==> config.mk <==
export PLATFORM = sky130hd
export DESIGN_NAME = led_frame_scheduler
export DESIGN_NICKNAME = d
export VERILOG_FILES = /design/src/rtl/led_frame_scheduler_pkg.sv /design/src/rtl/led_frame_scheduler_pixel_walker.sv /design/src/rtl/led_frame_scheduler.sv
export SDC_FILE = /design/constraint.sdc
export NUM_CORES = 1
export LEC_CHECK = 0
export ABC_AREA = 1
export BUFFER_PORTS_ARGS = -buffer_cell sky130_fd_sc_hd__buf_4
export CORE_MARGIN = 2
export CORE_UTILIZATION = 42
export CTS_CLUSTER_DIAMETER = 50
export CTS_CLUSTER_SIZE = 16
export DETAILED_ROUTE_END_ITERATION = 7
export HOLD_SLACK_MARGIN = 0.05
export PLACE_DENSITY_LB_ADDON = 0.12
export RECOVER_POWER = 50
export SLEW_MARGIN = 20
export SYNTH_ARGS = -nofsm -noshare
export SYNTH_HDL_FRONTEND = slang
export SYNTH_HIERARCHICAL = 1
export SYNTH_SLANG_ARGS = --single-unit
==> constraint.sdc <==
create_clock -name CLOCK_50 -period 3.2 [get_ports CLOCK_50]
set_input_delay 0.32 -clock CLOCK_50 [delete_from_list [all_inputs] [get_ports CLOCK_50]]
set_output_delay 0.32 -clock CLOCK_50 [all_outputs]
set_load 0.1 [all_outputs]
==> src/rtl/led_frame_scheduler_pkg.sv <==
// Shared constants and frame-sequencer state encoding for the LED matrix display path.
// Engine and scorer import this to align with frame_done.
package led_frame_scheduler_pkg;

    localparam int          MATRIX_ROWS      = 12;
    localparam int          MATRIX_COLS      = 16;
    localparam int          PIXELS           = MATRIX_ROWS * MATRIX_COLS;
    localparam logic [23:0] GRB_GREEN        = 24'hFF0000;
    localparam logic [23:0] GRB_BLACK        = 24'h000000;
    localparam int          LATCH_GAP_CYCLES = 3000;

    typedef enum logic [2:0] {
        ST_IDLE,
        ST_LATCH,
        ST_SEND,
        ST_DRAIN,
        ST_GAP
    } frame_state_t;

endpackage

==> src/rtl/led_frame_scheduler_pixel_walker.sv <==
// Row/column walker in panel wiring order (optionally serpentine).
// bit_idx is the linear snapshot index of the pixel that the next advance steps to.
module pixel_walker import led_frame_scheduler_pkg::*; #(
    parameter int ROWS       = MATRIX_ROWS,
    parameter int COLS       = MATRIX_COLS,
    parameter int SERPENTINE = 1,
    localparam int IDX_W     = $clog2(ROWS * COLS)
) (
    input  logic             clk,
    input  logic             rst_n,
    input  logic             start,
    input  logic             advance,
    output logic [IDX_W-1:0] bit_idx,
    output logic             last_pixel
);

    localparam int ROW_W = (ROWS > 1) ? $clog2(ROWS) : 1;
    localparam int COL_W = (COLS > 1) ? $clog2(COLS) : 1;

    logic [ROW_W-1:0] row, row_nx;
    logic [COL_W-1:0] col, col_nx;
    logic             rev, row_end;

    assign rev        = (SERPENTINE != 0) && row[0];
    assign row_end    = rev ? (col == '0) : (col == COL_W'(COLS - 1));
    assign last_pixel = row_end && (row == ROW_W'(ROWS - 1));

    always_comb begin
        row_nx = row;
        col_nx = rev ? col - 1'b1 : col + 1'b1;
        if (row_end) begin
            // The row after an odd row is even and vice versa.
            row_nx = row + 1'b1;
            col_nx = ((SERPENTINE != 0) && !row[0]) ? COL_W'(COLS - 1) : '0;
        end
    end

    assign bit_idx = IDX_W'(int'(row_nx) * COLS + int'(col_nx));

    always_ff @(posedge clk or negedge rst_n) begin
        if (!rst_n) begin
            row <= '0;
            col <= '0;
        end else if (start) begin
            row <= '0;
            col <= '0;
        end else if (advance) begin
            row <= row_nx;
            col <= col_nx;
        end
    end

endmodule

==> src/rtl/led_frame_scheduler.sv <==
// Per-tick frame sequencer: snapshots the tile state, streams one GRB word per pixel,
// waits for the encoder to drain, holds the latch gap and then pulses frame_done.
module led_frame_scheduler import led_frame_scheduler_pkg::*; #(
    parameter int          ROWS         = MATRIX_ROWS,
    parameter int          COLS         = MATRIX_COLS,
    parameter logic [23:0] ON_COLOR     = GRB_GREEN,
    parameter logic [23:0] OFF_COLOR    = GRB_BLACK,
    parameter int          SERPENTINE   = 1,
    parameter int          RESET_CYCLES = LATCH_GAP_CYCLES
) (
    input  logic                 CLOCK_50,
    input  logic                 reset_n,
    input  logic                 frame_tick,
    input  logic [ROWS*COLS-1:0] state_flat,
    output logic                 pix_valid,
    output logic [23:0]          pix_data,
    input  logic                 pix_ready,
    input  logic                 enc_busy,
    output logic                 frame_busy,
    output logic                 frame_done,
    output logic [7:0]           overrun_cnt
);

    localparam int PIX   = ROWS * COLS;
    localparam int IDX_W = $clog2(PIX);
    localparam int GAP_W = $clog2(RESET_CYCLES + 1);

    function automatic logic [7:0] sat_inc8(input logic [7:0] v);
        return (v == 8'hFF) ? v : v + 8'd1;
    endfunction

    frame_state_t       state, state_nx;
    logic [PIX-1:0]     snapshot;
    logic [GAP_W-1:0]   gap_cnt;
    logic [IDX_W-1:0]   next_idx;
    logic               last_pixel, xfer, walk_start, tick_drop;

    assign xfer = (state == ST_SEND) && pix_ready;

    pixel_walker #(
        .ROWS       (ROWS),
        .COLS       (COLS),
        .SERPENTINE (SERPENTINE)
    ) u_walker (
        .clk        (CLOCK_50),
        .rst_n      (reset_n),
        .start      (walk_start),
        .advance    (xfer),
        .bit_idx    (next_idx),
        .last_pixel (last_pixel)
    );

    always_ff @(posedge CLOCK_50 or negedge reset_n) begin
        if (!reset_n) state <= ST_IDLE;
        else          state <= state_nx;
    end

    always_comb begin
        state_nx   = state;
        pix_valid  = 1'b0;
        frame_busy = 1'b1;
        frame_done = 1'b0;
        walk_start = 1'b0;
        tick_drop  = 1'b0;
        unique case (state)
            ST_IDLE: begin
                frame_busy = 1'b0;
                if (frame_tick) state_nx = ST_LATCH;
            end
            ST_LATCH: begin
                walk_start = 1'b1;
                tick_drop  = frame_tick;
                state_nx   = ST_SEND;
            end
            ST_SEND: begin
                pix_valid = 1'b1;
                tick_drop = frame_tick;
                if (pix_ready && last_pixel) state_nx = ST_DRAIN;
            end
            ST_DRAIN: begin
                tick_drop = frame_tick;
                if (!enc_busy) state_nx = ST_GAP;
            end
            ST_GAP: begin
                // A tick landing on the last gap cycle starts the next frame back-to-back.
                if (gap_cnt == GAP_W'(RESET_CYCLES - 1)) begin
                    frame_done = 1'b1;
                    state_nx   = frame_tick ? ST_LATCH : ST_IDLE;
                end else begin
                    tick_drop = frame_tick;
                end
            end
            default: state_nx = ST_IDLE;
        endcase
    end

    always_ff @(posedge CLOCK_50 or negedge reset_n) begin
        if (!reset_n) begin
            snapshot    <= '0;
            pix_data    <= '0;
            gap_cnt     <= '0;
            overrun_cnt <= '0;
        end else begin
            if (tick_drop) overrun_cnt <= sat_inc8(overrun_cnt);
            // Pixel 0 comes straight from the input since the snapshot is loading this cycle.
            if (state == ST_LATCH) begin
                snapshot <= state_flat;
                pix_data <= state_flat[0] ? ON_COLOR : OFF_COLOR;
            end else if (xfer && !last_pixel) begin
                pix_data <= snapshot[next_idx] ? ON_COLOR : OFF_COLOR;
            end
            if (state == ST_GAP) gap_cnt <= gap_cnt + 1'b1;
            else                 gap_cnt <= '0;
        end
    end

endmodule

==> impl_table.tex, run 1 <==
\begin{tabular}{lr}
\hline
Metric & Value \\
\hline
\multicolumn{2}{l}{\textbf{Floorplanning}} \\
Die Outline Area & 27700 um2 \\
Number of top-level pins & 232 \\
Initial core utilization & 0.426 \\
Floorplan die height & 166 um \\
Number of rows in the core area & 59 \\
Chip width & 166 um \\
Floorplan Core Area & 26000 um2 \\
\multicolumn{2}{l}{\textbf{Yosys}} \\
Number of standard cells after synthesis & 1499 \\
Synth Flop Type & dfrtp\_1 \\
Synth Warn \# & 6 \\
Flip-flop and latch count after synthesis & 224 \\
Syn Area/Cell & 7.38 um2 \\
Post-synth EDFFs & 0 \\
Synth cell types & 33 \\
Netlist area before placement & 11100 um2 \\
Share of flip-flops with an asynchronous set or reset after synthesis & 1.00 \\
Share of the yosys chip area belonging to registers & 0.506 \\
\multicolumn{2}{l}{\textbf{Detailed routing}} \\
Number of DRC violations after detailed routing & 0 \\
Count of antenna-violating nets left after detailed routing & 0 \\
DR pass1 iterations & 5 \\
Total Routed Length & 33000 um \\
Number of violations reported at the end of detailed-routing iteration 0 & 780 \\
Post-DR vias/cell & 4.82 \\
Routed length per instance & 14.8 um \\
Via count of the routed design & 10731 \\
\multicolumn{2}{l}{\textbf{Pwr}} \\
Worst voltage drop across the vdd grid & 0.000855 V \\
PwrDens & 1050 nW/um2 \\
Leakage power total & 8.27 nW \\
\multicolumn{2}{l}{\textbf{STA}} \\
Period utilisation layout & 0.845 \\
Count of final hold-check violations & 0 \\
Max Fclk & 370 MHz \\
Setup repair after global routing missed its margin & no \\
Sum of negative setup slack & 0 ns \\
Final setup violation count & 0 \\
Slew at the pin closest to its max-slew limit & 1.76 ns \\
Max-slew violation total from the final report & 68 \\
Slew headroom & -0.176 \\
Clk\_skew & 0.0154 ns \\
Final Critical Period & 2.70 ns \\
\multicolumn{2}{l}{\textbf{Global route}} \\
Largest net degree at the start of global routing & 195 \\
Initial antenna violation count & 1 \\
First-pass GRT wire length & 54900 um \\
Overall overflow remaining after global route & 0 \\
Number of global-route vias before repair & 10712 \\
Overall Global Routing Usage & 0.238 \\
\multicolumn{2}{l}{\textbf{Outcome}} \\
Result of the run & finished, violations left \\
Violated checks & max-capacitance violations, max-slew violations \\
\multicolumn{2}{l}{\textbf{Clock network}} \\
Number of sinks handled by clock tree synthesis & 224 \\
Buffer type at the clock tree root & clkbuf\_16 \\
Clock-pin transition on the worst setup and hold timing paths & 0.06 ns \\
H-tree levels & 1 \\
Buffer depth of the longest clock path & 3 \\
TritonCTS clock tree & built \\
TritonCTS buffer count & 29 \\
Post-CTS setup buffers & 0 \\
Worst-Skew Late Latency & 0.55 ns \\
\multicolumn{2}{l}{\textbf{Placement}} \\
Dpl cell area & 12900 um2 \\
HPWL after detailed placement & 20200 um \\
Number of buffer cells added on primary ports & 215 \\
Final estimated routing congestion in global placement & 0.843 \\
\multicolumn{2}{l}{\textbf{Worst setup path}} \\
Worst flop-to-flop path startpoint & u\_walker/col[0] \\
Critical path launch point type & flop \\
Slowest stage cell, crit path & fa\_1 \\
Biggest cell delay along the critical path & 0.52 ns \\
Endpoint required time on the critical path & 3.63 ns \\
Max FO, Critical Path & 24 \\
Critical setup path kind & flop to flop \\
Kind of capture point of the worst setup path & flop \\
Arrival time of the worst setup path & 3.13 ns \\
Cells traversed along the worst timing path & inv\_1, fa\_1, inv\_1, nand2\_1, nand2\_2, inv\_2, buf\_12, nand3\_1, nand3\_1, nand2\_1, nand2\_1, nand3\_1, nand3\_1, nand3\_1, nand3\_1, nand2\_1, nand2\_1, nand2\_1 \\
Source of the critical timing path & u\_walker/col[0] \\
\multicolumn{2}{l}{\textbf{Cells and area}} \\
Final-layout fill cell count & 2341 \\
Top library cells by usage in the layout, fill and taps aside & nand2\_1, buf\_4, dfrtp\_1 \\
Final nets & 2072 \\
Most common cell after layout, fill and taps aside & nand2\_1 \\
Summed area of non-filler cells in the final layout & 15800 um2 \\
Ratio of cells with drive above 1 in the final layout & 0.162 \\
Relative area change from synthesis to final layout & 42.4\% \\
\multicolumn{2}{l}{\textbf{Hold path}} \\
Worst min path class & primary input to flop \\
Start point of the worst hold path & state\_flat[32] \\
\multicolumn{2}{l}{\textbf{Flow run}} \\
Max-cap violation count & 1 \\
\hline
\end{tabular}
[flip-flops by register name, summed over array words and instances, names as in the netlist]
register,cells
snapshot,192
gap_cnt,12
overrun_cnt,8
u_walker/col,4
u_walker/row,4
state,3
pix_data,1
[stage by stage]
stage | std cells | total power, mW | hold slack [ns] | util | worst slack (ns)
final | 2227 | 16.6 | 0.0668 | 0.606 | 0.495
after global routing | 2227 | 18.0 | 0.0979 | 0.606 | 0.265
after CTS | 2226 | 16.7 | 0.0658 | 0.608 | 0.488
after detailed placement | 1981 | 13.1 | 0.326 | 0.495 | 0.482
after global placement | 1981 | 13.0 | 0.327 | 0.495 | 0.540
after floorplan | 1514 | 10.8 | 0.0244 | - | 0.736
[power breakdown]
group          total, mW  switching (mW)  internal [mW]  leakage (nW)
registers           4.93           0.781           4.14          2.80
clock network       3.40            1.46           1.94         0.501
logic               8.25            5.54           2.71          4.97
[Yosys cell counts, types with 2 or more instances]
| cell | count | area share |
|---|---|---|
| nand2_1 | 850 | 0.29 |
| dfrtp_1 | 224 | 0.51 |
| nand3_1 | 188 | 0.085 |
| buf_2 | 38 | 0.017 |
| inv_1 | 35 | 0.012 |
| clkbuf_1 | 32 | 0.011 |
| buf_4 | 24 | 0.016 |
| nor2_1 | 19 | 0.0064 |
| a21oi_1 | 13 | 0.0059 |
| o21ai_0 | 12 | 0.0054 |
| nor3_1 | 9 | 0.0041 |
| buf_6 | 8 | 0.0081 |
| xor2_1 | 8 | 0.0063 |
| inv_2 | 6 | 0.0020 |
| ha_1 | 5 | 0.0057 |
| nand2_2 | 5 | 0.0028 |
| nand4_1 | 3 | 0.0017 |
| buf_1 | 2 | 0.00068 |
| nand3b_1 | 2 | 0.0014 |
| nor3_2 | 2 | 0.0018 |
| xnor2_1 | 2 | 0.0016 |
[worst max-delay path, delay by kind of cell (launching register included)]
kind | cells | cell delay (ns)
AND/OR/NAND/NOR | 13 | 1.03
buffers and inverters | 4 | 0.67
adder cells (fa/ha/maj) | 1 | 0.52
flip-flops | 1 | 0.38
[metal layers]
| metal | share of wire | wire (um) | track usage |
|---|---|---|---|
| met4 | 0.028 | 939 | 0.0682 |
| met5 | 0 | 0 | 0 |
| met1 | 0.46 | 15300 | 0.332 |
| met3 | 0.048 | 1570 | 0.0350 |
| met2 | 0.46 | 15200 | 0.389 |
[logic make-up (layout without fill, tap and decap cells)]
family                     count (synthesis)  in the layout  synth area share
DFF                                      224            224             0.506
and+or+nand+nor                         1085           1085             0.397
muxes                                      1              1           0.00102
AOI/OAI and AO/OA                         27             27            0.0125
xor gates and xnor gates                  10             10           0.00791
buffers and inverters                    145            522            0.0670
other                                      1             17          0.000339
adders and majority gates                  6              6           0.00746
[path summary, 6_finish.rpt]
check	endpoint	slack (ns)	cells past startpoint
hold reg to reg	gap_cnt[0]	0.46	1
min in group asynchronous	snapshot[133]	0.80	2
max in group asynchronous	snapshot[103]	0.71	3
setup / recovery	pix_data[22]	0.50	18
hold / removal	snapshot[32]	0.07	3
setup reg to reg	pix_data[22]	0.50	18
[layout make-up]
cell class                      instances  area [um2]  share of cell area
Clock inverter                         23         274              0.0174
Sequential cell                       224        5610               0.356
Tap cell                              335         419              0.0266
Antenna cell                            1        2.50            0.000159
Inverter                               41         160              0.0102
Multi-Input combinational cell       1145        4780               0.304
Clock buffer                           30         739              0.0469
Timing Repair Buffer                  428        3770               0.239
[timing repair]
action                                 CTS  global route
endpoints found under the hold margin  257             0
hold buffers                           192             0
resized for setup                        0             0
Note: power is estimated with default switching activity, not from simulation.
==> inputs of run 2 (changes only) <==
clock period = 2.25 ns   (was 3.2 ns; I/O delays follow)
==> run 2 against run 1 <==
Compared with the run above: the flow finishes with violations (max-capacitance violations, max-slew violations, negative setup slack); final area rose by 3.2%; sequential share of layout area fell by 1.1 points; clock skew shrank 0.0031 ns; register-to-register slack lost 0.70 ns; largest power group unchanged.
==> impl_table.tex, run 2 (synthesis gave the netlist of run 1 again) <==
\begin{tabular}{lr}
\hline
Metric & Value \\
\hline
\multicolumn{2}{l}{\textbf{Outcome}} \\
Result of the run & finished, violations left \\
Violated checks & max-capacitance violations, max-slew violations, negative setup slack \\
\multicolumn{2}{l}{\textbf{Global route}} \\
Overall Global Routing Usage & 0.243 \\
First-pass GRT wire length & 55300 um \\
Largest net degree at the start of global routing & 111 \\
Overall overflow remaining after global route & 0 \\
Initial antenna violation count & 0 \\
Number of global-route vias before repair & 11090 \\
\multicolumn{2}{l}{\textbf{Worst setup path}} \\
Kind of cell adding the most delay to the critical path & simple AND/OR/NAND/NOR gates \\
Most frequent cell on the critical path & nand2\_1 \\
Critical path launch point type & flop \\
Slowest stage cell, crit path & fa\_1 \\
Logic depth of the worst setup path including buffers & 18 \\
Max FO, Critical Path & 10 \\
Biggest cell delay along the critical path & 0.52 ns \\
Arrival time of the worst setup path & 2.87 ns \\
Kind of capture point of the worst setup path & flop \\
Endpoint required time on the critical path & 2.66 ns \\
Buffers and inverters on the worst path & 4 \\
Critical setup path kind & flop to flop \\
Cells traversed along the worst timing path & inv\_2, fa\_1, inv\_1, nand2\_2, nand2\_8, clkinv\_8, buf\_12, nand3\_1, nand3\_1, nand3\_1, nand2\_1, nand2\_1, nand3\_1, nand2\_2, a21oi\_2, nand2\_1, nand2\_1, nand2\_1 \\
R2R depth & 18 \\
\multicolumn{2}{l}{\textbf{Clock network}} \\
Buffer depth of the longest clock path & 3 \\
Worst-Skew Late Latency & 0.53 ns \\
H-tree levels & 1 \\
TritonCTS clock tree & built \\
Clock-pin transition on the worst setup and hold timing paths & 0.06 ns \\
Buffer type at the clock tree root & clkbuf\_16 \\
Number of sinks handled by clock tree synthesis & 224 \\
TritonCTS buffer count & 25 \\
\multicolumn{2}{l}{\textbf{Detailed routing}} \\
DR pass1 iterations & 5 \\
Number of DRC violations after detailed routing & 0 \\
Via count of the routed design & 11048 \\
Count of antenna-violating nets left after detailed routing & 0 \\
Number of violations reported at the end of detailed-routing iteration 0 & 648 \\
Total Routed Length & 34600 um \\
Post-DR vias/cell & 4.90 \\
Routed length per instance & 15.3 um \\
\multicolumn{2}{l}{\textbf{Pwr}} \\
Internal power & 13.3 mW \\
Proportion of power drawn by the clock network & 0.163 \\
PwrDens & 1520 nW/um2 \\
Sequential group share of total power & 0.285 \\
Final Power & 24.8 mW \\
Switching share of power & 0.464 \\
Leakage power total & 8.48 nW \\
Logic gate share of total power & 0.552 \\
Net load switching power & 11.5 mW \\
Worst voltage drop across the vdd grid & 0.00124 V \\
\multicolumn{2}{l}{\textbf{Placement}} \\
Number of buffer cells added on primary ports & 215 \\
Final estimated routing congestion in global placement & 0.881 \\
Placement Setup Slack & -0.227 ns \\
HPWL after detailed placement & 21600 um \\
\multicolumn{2}{l}{\textbf{STA}} \\
Slew at the pin closest to its max-slew limit & 1.79 ns \\
Final Critical Period & 2.46 ns \\
Slew headroom & -0.195 \\
Sum of negative setup slack & -0.209 ns \\
Final Worst Setup Slack & -0.209 ns \\
Period utilisation layout & 1.09 \\
Count of final hold-check violations & 0 \\
Clk\_skew & 0.0123 ns \\
Setup repair after global routing missed its margin & yes \\
Max-slew violation total from the final report & 70 \\
Max Fclk & 407 MHz \\
Final setup violation count & 1 \\
Min Hold Slack & 0.0653 ns \\
\multicolumn{2}{l}{\textbf{Flow run}} \\
Max-cap violation count & 1 \\
\multicolumn{2}{l}{\textbf{Cells and area}} \\
Relative area change from synthesis to final layout & 46.9\% \\
Top library cells by usage in the layout, fill and taps aside & nand2\_1, buf\_4, dfrtp\_1 \\
Register name with the most flops & snapshot \\
Final nets & 2105 \\
Registers with the highest flip-flop counts & snapshot (192), gap\_cnt (12), overrun\_cnt (8) \\
Antenna fix cells & 0 \\
Max reg flops & 192 \\
Ratio of cells with drive above 1 in the final layout & 0.191 \\
Most common cell after layout, fill and taps aside & nand2\_1 \\
Layout Utilization & 0.626 \\
\multicolumn{2}{l}{\textbf{Floorplanning}} \\
Floorplan Core Area & 26000 um2 \\
Floorplan die height & 166 um \\
Number of rows in the core area & 59 \\
Initial core utilization & 0.426 \\
Number of top-level pins & 232 \\
Die Outline Area & 27700 um2 \\
Chip width & 166 um \\
\multicolumn{2}{l}{\textbf{Hold path}} \\
Worst min path class & primary input to flop \\
Cell depth of the worst min-delay path & 3 \\
\hline
\end{tabular}
## run 2: worst min-delay path: stages
cell     delay (ns)
buf_4          0.10
a21oi_1        0.06
o21ai_0        0.16
## run 2: layout make-up
class	instances	area (um2)
clock buffer	28	647
clock inverter	16	160
fill	2263	9730
inverter	41	174
multi-input combinational	1145	4950
sequential	224	5610
tap	335	419
timing repair buffer	465	4310
## run 2: timing repair
action                                  CTS  global route
setup buffers                             3             2
hold buffers                            194             0
gates cloned                              3             4
pin swaps                                 5            20
endpoints found under the setup margin    1             2
hold endpoints to repair                258             0
gates resized for setup                  18            31
## run 2: final timing paths
| check | start | endpoint | slack (ns) |
|---|---|---|---|
| worst max-delay path | u_walker/col[1] | pix_data[22] | -0.21 |
| worst min-delay path | frame_tick | state[0] | 0.07 |
| worst max register to register | u_walker/col[1] | pix_data[22] | -0.21 |
| worst min register to register | gap_cnt[0] | gap_cnt[0] | 0.46 |
| max in group asynchronous | reset_n | snapshot[132] | 0.16 |
| min in group asynchronous | reset_n | overrun_cnt[2] | 0.73 |
## run 2: power by group through the flow
stage	sequential (mW)	clock, mW	combinational (mW)
2_1_floorplan	7.15	0	8.32
3_3_place_gp	7.08	0	11.9
5_1_grt	7.26	4.26	15.2
4_1_cts	7.04	4.10	13.2
6_report	7.06	4.04	13.7
3_5_place_dp	7.08	0	12.1
## run 2: through the flow
step	instances	instance area (um2)
2_1_floorplan	1514	11100
3_3_place_gp	2008	13200
3_5_place_dp	2008	13200
4_1_cts	2251	16100
5_1_grt	2254	16300
6_report	2254	16300
## run 2: metal layers
| metal | share of wire | vias to the layer above | global-route usage | wire length, um |
|---|---|---|---|---|
| li1 | - | 5450 | - | - |
| met1 | 0.44 | 5233 | 0.325 | 15300 |
| met2 | 0.48 | 303 | 0.418 | 16700 |
| met3 | 0.047 | 62 | 0.0298 | 1610 |
| met4 | 0.026 | 0 | 0.0682 | 903 |
| met5 | 0 | - | 0 | 0 |
==> inputs of run 3 (changes only) <==
ABC_AREA = default   (was 1)
==> run 3 against run 2 <==
Compared with the run above: highest routed layer unchanged; maximum frequency is 16% lower; routed wire length is 17% lower; worst setup slack worse by 0.47 ns; utilization is 1.2 points higher; critical path type unchanged; combinational power hardly changed; clock skew is 0.0018 ns higher; sequential power is 0.8% higher; register-to-register slack worse by 0.47 ns; critical path depth is 9 lower; via count is 28% lower; the run still ends with max-capacitance violations, max-slew violations, negative setup slack left.
==> impl_table.tex, run 3 <==
\begin{tabular}{lr}
\hline
Metric & Value \\
\hline
\multicolumn{2}{l}{\textbf{Pwr}} \\
Leakage power total & 7.00 nW \\
PwrDens & 1570 nW/um2 \\
Worst voltage drop across the vdd grid & 0.00123 V \\
\multicolumn{2}{l}{\textbf{Yosys}} \\
Commonest cells post-synth & dfrtp\_1, mux2\_2, mux4\_2 \\
Area share of the largest cell type after synthesis & 0.521 \\
Most frequently used cell type in the post-synthesis netlist & dfrtp\_1 \\
Synth area leaders & dfrtp\_1, mux2\_2, mux4\_2 \\
Netlist area before placement & 10800 um2 \\
Synth Warn \# & 6 \\
Share of the yosys chip area belonging to registers & 0.521 \\
Share of flip-flops with an asynchronous set or reset after synthesis & 1.00 \\
Number of standard cells after synthesis & 771 \\
Flip-flop and latch count after synthesis & 224 \\
Synth cell types & 63 \\
Post-synth EDFFs & 0 \\
Synth Flop Type & dfrtp\_1 \\
Syn Area/Cell & 14.0 um2 \\
Library cell with the largest summed area after synthesis & dfrtp\_1 \\
\multicolumn{2}{l}{\textbf{STA}} \\
Final setup violation count & 2 \\
Count of final hold-check violations & 0 \\
Max-slew violation total from the final report & 64 \\
Sum of negative setup slack & -0.920 ns \\
Final Critical Period & 2.93 ns \\
Slew at the pin closest to its max-slew limit & 1.60 ns \\
Min Hold Slack & 0.135 ns \\
Slew headroom & -0.0670 \\
Clk\_skew & 0.0141 ns \\
Final Worst Setup Slack & -0.679 ns \\
Max Fclk & 341 MHz \\
Period utilisation layout & 1.30 \\
Setup repair after global routing missed its margin & yes \\
\multicolumn{2}{l}{\textbf{Worst setup path}} \\
Kind of cell adding the most delay to the critical path & multiplexers \\
Cells traversed along the worst timing path & inv\_1, fa\_2, nor2\_4, o21a\_4, mux4\_2, mux4\_2, mux2\_4, nor3b\_4, o32ai\_2 \\
Critical path launch point type & flop \\
Register-to-Register Setup Slack & -0.68 ns \\
Most frequent cell on the critical path & mux4\_2 \\
Endpoint required time on the critical path & 2.65 ns \\
Biggest cell delay along the critical path & 0.52 ns \\
Arrival time of the worst setup path & 3.33 ns \\
Kind of capture point of the worst setup path & flop \\
Max FO, Critical Path & 8 \\
Slowest stage cell, crit path & mux4\_2 \\
Critical setup path kind & flop to flop \\
Buffers and inverters on the worst path & 1 \\
\multicolumn{2}{l}{\textbf{Clock network}} \\
Buffer depth of the longest clock path & 3 \\
Buffer type at the clock tree root & clkbuf\_16 \\
Clock-pin transition on the worst setup and hold timing paths & 0.06 ns \\
TritonCTS clock tree & built \\
Number of sinks handled by clock tree synthesis & 224 \\
TritonCTS buffer count & 27 \\
H-tree levels & 1 \\
Worst-Skew Late Latency & 0.54 ns \\
\multicolumn{2}{l}{\textbf{Global route}} \\
Overall overflow remaining after global route & 0 \\
Overall Global Routing Usage & 0.219 \\
Number of global-route vias before repair & 8565 \\
Initial antenna violation count & 0 \\
Largest net degree at the start of global routing & 64 \\
First-pass GRT wire length & 46000 um \\
\multicolumn{2}{l}{\textbf{Placement}} \\
Dpl cell area & 13100 um2 \\
Final estimated routing congestion in global placement & 0.791 \\
Placed cells & 1325 \\
Number of buffer cells added on primary ports & 215 \\
HPWL after detailed placement & 19200 um \\
Placement Setup Slack & -0.794 ns \\
\multicolumn{2}{l}{\textbf{Cells and area}} \\
Number of standard cells in the final layout excluding fillers & 1574 \\
Register name with the most flops & snapshot \\
Summed area of non-filler cells in the final layout & 16100 um2 \\
Top library cells by usage in the layout, fill and taps aside & buf\_4, dfrtp\_1, dlygate4sd3\_1 \\
Final nets & 1427 \\
Relative area change from synthesis to final layout & 49.3\% \\
Max reg flops & 192 \\
Final-layout fill cell count & 1966 \\
Ratio of cells with drive above 1 in the final layout & 0.457 \\
FF+latch area & 5610 um2 \\
Most common cell after layout, fill and taps aside & buf\_4 \\
Registers with the highest flip-flop counts & snapshot (192), gap\_cnt (12), overrun\_cnt (8) \\
Area of combinational cells with multiple inputs & 4890 um2 \\
Antenna fix cells & 0 \\
\multicolumn{2}{l}{\textbf{Detailed routing}} \\
Via count of the routed design & 7945 \\
DR pass1 iterations & 4 \\
Number of violations reported at the end of detailed-routing iteration 0 & 535 \\
Routed length per instance & 18.2 um \\
Total Routed Length & 28700 um \\
Number of DRC violations after detailed routing & 0 \\
Post-DR vias/cell & 5.05 \\
Count of antenna-violating nets left after detailed routing & 0 \\
\multicolumn{2}{l}{\textbf{Floorplanning}} \\
Chip width & 164 um \\
Number of top-level pins & 232 \\
Floorplan Core Area & 25200 um2 \\
Initial core utilization & 0.427 \\
Floorplan die height & 164 um \\
Number of rows in the core area & 58 \\
Die Outline Area & 26900 um2 \\
\multicolumn{2}{l}{\textbf{Flow run}} \\
Max-cap violation count & 1 \\
\multicolumn{2}{l}{\textbf{Outcome}} \\
Result of the run & finished, violations left \\
Violated checks & max-capacitance violations, max-slew violations, negative setup slack \\
\multicolumn{2}{l}{\textbf{Hold path}} \\
Worst min path class & primary input to flop \\
\hline
\end{tabular}
==> run 3: changes by cell type after synthesis, moves of 11 or more <==
cell	previous run	this run
nand2_1	850	21
nand3_1	188	16
mux2_2	1	162
mux4_2	0	44
mux2_1	0	34
inv_1	35	9
buf_2	38	13
mux2i_1	0	15
nor2_1	19	31
xnor2_1	2	13
==> run 3: through the flow <==
| step | total power [mW] | util |
|---|---|---|
| after floorplan | 16.1 | - |
| after global placement | 20.1 | 0.521 |
| after detailed placement | 20.3 | 0.521 |
| after CTS | 25.3 | 0.638 |
| after global routing | 26.8 | 0.638 |
| final | 25.2 | 0.638 |
==> run 3: report_power, final <==
part           switching (mW)  internal (mW)
clock network            1.89           2.36
registers                1.15           5.97
logic                    6.44           7.40
==> run 3: worst register-to-register path: cells and delay by family (launching register included) <==
family	cells	cell delay (ns)
mux	3	1.16
fa+ha+maj	1	0.48
flops	1	0.38
compound gates	2	0.36
simple gates	2	0.34
buf+inv	1	0.09
==> run 3: kinds of logic after synthesis <==
group | count (synthesis) | share of synthesized area
AOI/OAI and AO/OA | 55 | 0.0347
xor gates and xnor gates | 20 | 0.0163
adders and majority gates | 6 | 0.00768
buffers and inverters | 81 | 0.0409
DFF | 224 | 0.521
muxes | 257 | 0.314
other | 1 | 0.000349
and+or+nand+nor | 127 | 0.0649
==> run 3: layer usage <==
layer	up-vias	part of all wire	track usage
met3	52	0.047	0.0359
met4	0	0.029	0.0634
met1	3973	0.42	0.285
met2	209	0.50	0.379
li1	3711	-	-
met5	-	0	0
==> run 3: worst paths after layout <==
path,start,end,depth (start not counted)
worst max-delay path,u_walker/col[0],pix_data[22],9
worst min-delay path,frame_tick,overrun_cnt[0],3
worst max register to register,u_walker/col[0],pix_data[22],9
worst min register to register,snapshot[104],snapshot[104],1
max in group asynchronous,reset_n,snapshot[190],3
min in group asynchronous,reset_n,overrun_cnt[4],2
==> run 3: area by class of cell <==
cell class,instances,share of cell area
Timing Repair Buffer,479,0.264
Inverter,10,0.00241
Clock buffer,31,0.0442
Sequential cell,224,0.349
Multi-Input combinational cell,482,0.304
Clock inverter,18,0.0106
Tap cell,330,0.0257
==> run 3: repair_timing <==
action                                 CTS  global route
resized for setup                       17             9
endpoints found under the hold margin  253             0
setup endpoints to repair                3             2
buffers inserted                         1             2
cloned                                   2             0
pin swaps                                5             4
hold buffers                           195             0
